`src/rtl/frida_seq_gen.sv`:
```
// frida_seq_gen: phase sequencer for a SAR ADC array.
// Drives the init/sample/compare/logic phase clocks, collects one comparator
// decision per LOGIC phase (MSB first) and publishes the right-aligned result
// with a one-cycle done pulse. All outputs come straight from flops.
module frida_seq_gen #(
  parameter int RES_W = 16
) (
  input  logic             clk,
  input  logic             rst,
  input  logic             start,
  input  logic             abort,
  input  logic [3:0]       cfg_init_cycles,
  input  logic [3:0]       cfg_samp_cycles,
  input  logic [3:0]       cfg_num_bits,
  input  logic             comp_in,
  output logic             seq_init,
  output logic             seq_samp,
  output logic             seq_cmp,
  output logic             seq_logic,
  output logic             busy,
  output logic             done,
  output logic [RES_W-1:0] result
);

  typedef enum logic [2:0] {
    ST_IDLE  = 3'd0,
    ST_INIT  = 3'd1,
    ST_SAMP  = 3'd2,
    ST_COMP  = 3'd3,
    ST_LOGIC = 3'd4,
    ST_DONE  = 3'd5
  } state_t;

  state_t           state_q, state_d;
  logic [3:0]       cnt_q, cnt_d;        // remaining cycles of INIT/SAMP, minus one
  logic [3:0]       samp_q, samp_d;      // latched sample duration
  logic [4:0]       nbits_q, nbits_d;    // latched bit count, 1..16
  logic [4:0]       bits_q, bits_d;      // bits captured so far
  logic [RES_W-1:0] shift_q, shift_d;
  logic [RES_W-1:0] result_q, result_d;
  logic [RES_W-1:0] shift_in_s;

  logic seq_init_q, seq_samp_q, seq_cmp_q, seq_logic_q, busy_q, done_q;

  assign seq_init  = seq_init_q;
  assign seq_samp  = seq_samp_q;
  assign seq_cmp   = seq_cmp_q;
  assign seq_logic = seq_logic_q;
  assign busy      = busy_q;
  assign done      = done_q;
  assign result    = result_q;

  // Shift register with the new comparator decision appended at the LSB.
  assign shift_in_s = (shift_q << 1) | {{(RES_W-1){1'b0}}, comp_in};

  // Next-state and datapath decode; abort overrides any transition outside IDLE.
  always_comb begin
    state_d  = state_q;
    cnt_d    = cnt_q;
    samp_d   = samp_q;
    nbits_d  = nbits_q;
    bits_d   = bits_q;
    shift_d  = shift_q;
    result_d = result_q;
    case (state_q)
      ST_IDLE: begin
        if (start) begin
          state_d = ST_INIT;
          cnt_d   = (cfg_init_cycles == 4'd0) ? 4'd0 : (cfg_init_cycles - 4'd1);
          samp_d  = cfg_samp_cycles;
          nbits_d = (cfg_num_bits == 4'd0) ? 5'd16 : {1'b0, cfg_num_bits};
          bits_d  = 5'd0;
          shift_d = {RES_W{1'b0}};
        end else begin
          state_d = ST_IDLE;
        end
      end
      ST_INIT: begin
        if (cnt_q == 4'd0) begin
          state_d = ST_SAMP;
          cnt_d   = (samp_q == 4'd0) ? 4'd0 : (samp_q - 4'd1);
        end else begin
          cnt_d = cnt_q - 4'd1;
        end
      end
      ST_SAMP: begin
        if (cnt_q == 4'd0) begin
          state_d = ST_COMP;
        end else begin
          cnt_d = cnt_q - 4'd1;
        end
      end
      ST_COMP: begin
        state_d = ST_LOGIC;
      end
      ST_LOGIC: begin
        shift_d = shift_in_s;
        bits_d  = bits_q + 5'd1;
        if ((bits_q + 5'd1) == nbits_q) begin
          state_d  = ST_DONE;
          result_d = shift_in_s;
        end else begin
          state_d = ST_COMP;
        end
      end
      ST_DONE: begin
        state_d = ST_IDLE;
      end
      default: begin
        state_d = ST_IDLE;
      end
    endcase
    if (abort && (state_q != ST_IDLE)) begin
      state_d  = ST_IDLE;
      result_d = result_q;
    end else begin
      state_d = state_d;
    end
  end

  // State, datapath and output flops; outputs decode the state being entered.
  always_ff @(posedge clk) begin
    if (rst) begin
      state_q     <= ST_IDLE;
      cnt_q       <= 4'd0;
      samp_q      <= 4'd0;
      nbits_q     <= 5'd0;
      bits_q      <= 5'd0;
      shift_q     <= {RES_W{1'b0}};
      result_q    <= {RES_W{1'b0}};
      seq_init_q  <= 1'b0;
      seq_samp_q  <= 1'b0;
      seq_cmp_q   <= 1'b0;
      seq_logic_q <= 1'b0;
      busy_q      <= 1'b0;
      done_q      <= 1'b0;
    end else begin
      state_q     <= state_d;
      cnt_q       <= cnt_d;
      samp_q      <= samp_d;
      nbits_q     <= nbits_d;
      bits_q      <= bits_d;
      shift_q     <= shift_d;
      result_q    <= result_d;
      seq_init_q  <= (state_d == ST_INIT);
      seq_samp_q  <= (state_d == ST_SAMP);
      seq_cmp_q   <= (state_d == ST_COMP);
      seq_logic_q <= (state_d == ST_LOGIC);
      busy_q      <= (state_d != ST_IDLE);
      done_q      <= (state_d == ST_DONE);
    end
  end

endmodule

```
`config.mk`:
```
export PLATFORM = sky130hd
export DESIGN_NAME = frida_seq_gen
export DESIGN_NICKNAME = d
export VERILOG_FILES = /design/src/rtl/frida_seq_gen.sv
export SDC_FILE = /design/constraint.sdc
export NUM_CORES = 1
export LEC_CHECK = 0
export CAP_MARGIN = 25
export CORE_ASPECT_RATIO = 2
export CORE_MARGIN = 5
export CORE_UTILIZATION = 53
export DETAILED_ROUTE_END_ITERATION = 10
export GPL_ROUTABILITY_DRIVEN = 0
export HOLD_SLACK_MARGIN = 0.15
export PLACE_DENSITY = 0.8
export SYNTH_ARGS = -nofsm -noshare
export SYNTH_HDL_FRONTEND = slang
export SYNTH_SLANG_ARGS = --single-unit
```
`constraint.sdc`:
```
create_clock -name clk -period 2.1 [get_ports clk]
set_input_delay 0.42 -clock clk [delete_from_list [all_inputs] [get_ports clk]]
set_output_delay 0.42 -clock clk [all_outputs]
set_load 0.005 [all_outputs]
```
==> results_dict.tcl <==
set metrics [dict create \
    synth_ff_type "dfxtp_1" \
    worst_setup_path_start_kind "flip-flop" \
    synth_area_um2 2610 \
    r2r_cells 8 \
    clock-sinks 58 \
    hold_class "in2reg" \
    synth_common_cells "dfxtp_1, nor2_1, nand2_1" \
    ir_drop_mv 0.651 \
    cts_setup_buffers 0 \
    dp_slack_ns 0.00512 \
    num_vias 2305 \
    post-route-drc-count 0 \
    synthToLayoutAreaGrowth_pct 26.9 \
    design_area_um2 3310 \
    ant_nets 0 \
    cts_made_buffers 9 \
    drive_above_1_share 0.112 \
    die_area_um2 6520 \
    slew_headroom 0.694 \
    rows 36 \
    critical-path-slowest-cell "dfxtp_1" \
    cts-resized-gates 0 \
    hold_slack_ns 0.414 \
    seqCellArea_um2 1160 \
    die_h_um 109 \
    synth_area_leaders "dfxtp_1, nor2_1, mux2i_1" \
    grt_use_total 0.206 \
    rsz0062_at_grt "no" \
    cp-end-kind "flip-flop" \
    yosys_warnings 0 \
    synth_top_area_cell "dfxtp_1" \
    crit_fanout 5 \
    fin_crit_sh 0.928 \
    yosysTopAreaCellShare 0.445 \
    final_core_util 0.687 \
    synth-edff-count 0 \
    synth-seq-area-share 0.445 \
    syn_inst 295 \
    drt-pass1-iter-count 4 \
    final.setup_skew_ns 0.00533 \
    grt_pass1_wl_mm 10.1 \
    cts-root-buf "clkbuf_8" \
    synth.most_common_cell "dfxtp_1" \
    cp.depth 8 \
    dpl.hpwl_mm 4.33 \
    critPathRequiredTime_ns 2.34 \
    crit_buf_inv 2 \
    finalSetupViolCount 0 \
    fin_crit_ns 1.95 \
    slowest_delay_ns 0.33 \
    crit_family "simple AND/OR/NAND/NOR gates" \
    drt-total-wl_mm 5.88 \
    worst_pin_slew_ns 0.458 \
    ys_types 50 \
    finalSetupTns_ns 0 \
    cts_max_level 3 \
    max-cap-violations 0 \
    drv_slew 0 \
    ys_ff_latch 58 \
    crit_chain "inv_1, ha_1, nor3b_1, buf_4, or2_1, nor3_1, o21bai_1, a211oi_1" \
    place_area_um2 3110 \
    clk_latency_ns 0.34 \
    avgRoutedWirePerCell_um 14.6 \
    holdBufCountCts 0 \
    arrival_ns 2.19 \
    synth_nets 317 \
    finalHoldViolations 0 \
    clkTransAtPathRegs_ns 0.06 \
    multi_input_area_um2 1340 \
    cts_buffer_depth 2 \
    grt_max_degree 45 \
    io_buffers 38 \
    num_antenna_cells 0 \
    grt_pass1_vias 2392 \
    nets 365 \
    synthArstFlopShare 0 \
    worst_slack_ns 0.151 \
    syn_avg_cell_area_um2 8.85 \
    crit_type "reg2reg" \
    start_util 0.542 \
    drt-initial-drc-count 96 \
    status "complete, no violations" \
    overflow 0 \
    pin_count 39 \
    coreArea_um2 4820 \
    p_leak_uw 0.00137 \
    grt_antenna_before_repair 0 \
    fmax_ghz 0.513 \
    avgViaCountPerCell 5.71 \
    die_x_um 59.6 \
    power_density_nw_per_um2 763 \
    cts_tree "yes" \
    whs_path_depth 2 \
    nFillCells 381 \
]
[where the power goes]
group / internal [µW] / switching [µW]
clock: 637 / 417
combinational: 145 / 172
sequential: 1130 / 26.7
[layout by cell type (no fill, tap or decap), types with 2 or more instances in the layout]
cell,Yosys,final
a211oi_1,4,4
nor2b_1,4,4
and2_1,2,2
ha_1,5,5
nor2_1,51,51
xnor2_1,4,4
a31oi_1,2,2
inv_1,7,7
clkbuf_8,0,12
clkdlybuf4s50_1,0,37
nand3b_1,3,3
a21oi_1,23,23
nor3b_1,3,3
mux2i_1,16,16
nand2_1,24,24
o21ai_0,3,3
o211ai_1,4,4
dfxtp_1,58,58
o21ai_1,2,2
a21o_1,2,2
xor2_1,2,2
a22oi_1,17,17
buf_4,1,15
o21bai_1,2,2
nor3_1,6,6
o31ai_1,2,2
nand3_1,5,5
nand2b_1,5,5
a221oi_1,2,2
[path summary, 6_finish.rpt]
kind                   from        end  slack [ns]
setup / recovery   cnt_q[0]   seq_init        0.15
hold / removal          rst  result[0]        0.41
setup reg to reg   cnt_q[0]   seq_init        0.15
hold reg to reg   samp_q[1]  samp_q[1]        0.47
[worst register-to-register path, cell delays in order (launching register included)]
cell and delay (ns):
dfxtp_1 0.33, inv_1 0.09, ha_1 0.23, nor3b_1 0.15, buf_4 0.15, or2_1 0.27, nor3_1 0.22, o21bai_1 0.17
a211oi_1 0.24
[through the flow]
| step | power, µW | std cells |
|---|---|---|
| 3_3_place_gp | 1490 | 389 |
| 3_5_place_dp | 1500 | 389 |
| 5_1_grt | 2640 | 404 |
| 4_1_cts | 2550 | 404 |
| 6_report | 2530 | 404 |
| 2_1_floorplan | 1370 | 295 |
[registers in the layout (all words and copies together) (netlist names), 3 cells and up]
name	cells
shift_q	15
result	16
nbits_q	5
bits_q	5
state_q	3
samp_q	4
cnt_q	4
[logic make-up after synthesis]
logic type | after synthesis | synth area share
DFF | 58 | 0.445
adders and majority gates | 5 | 0.0240
muxes | 16 | 0.0613
buffers and inverters | 24 | 0.0412
and+or+nand+nor | 115 | 0.216
AOI/OAI and AO/OA | 70 | 0.186
xor gates and xnor gates | 7 | 0.0264
[routing by layer]
layer	routed length (µm)	global-route usage	vias to the layer above
li1	-	-	1134
met1	2140	0.198	1088
met2	3280	0.369	55
met3	184	0.0403	28
met4	275	0.151	0
met5	0	0	-
[layout make-up]
type                            count  share of cell area
Clock buffer                       13              0.0510
Clock inverter                      2              0.0106
Inverter                            7             0.00793
Multi-Input combinational cell    213               0.405
Sequential cell                    58               0.350
Tap cell                           57              0.0215
Timing Repair Buffer               54               0.153
(Power assumes the default switching activity.)
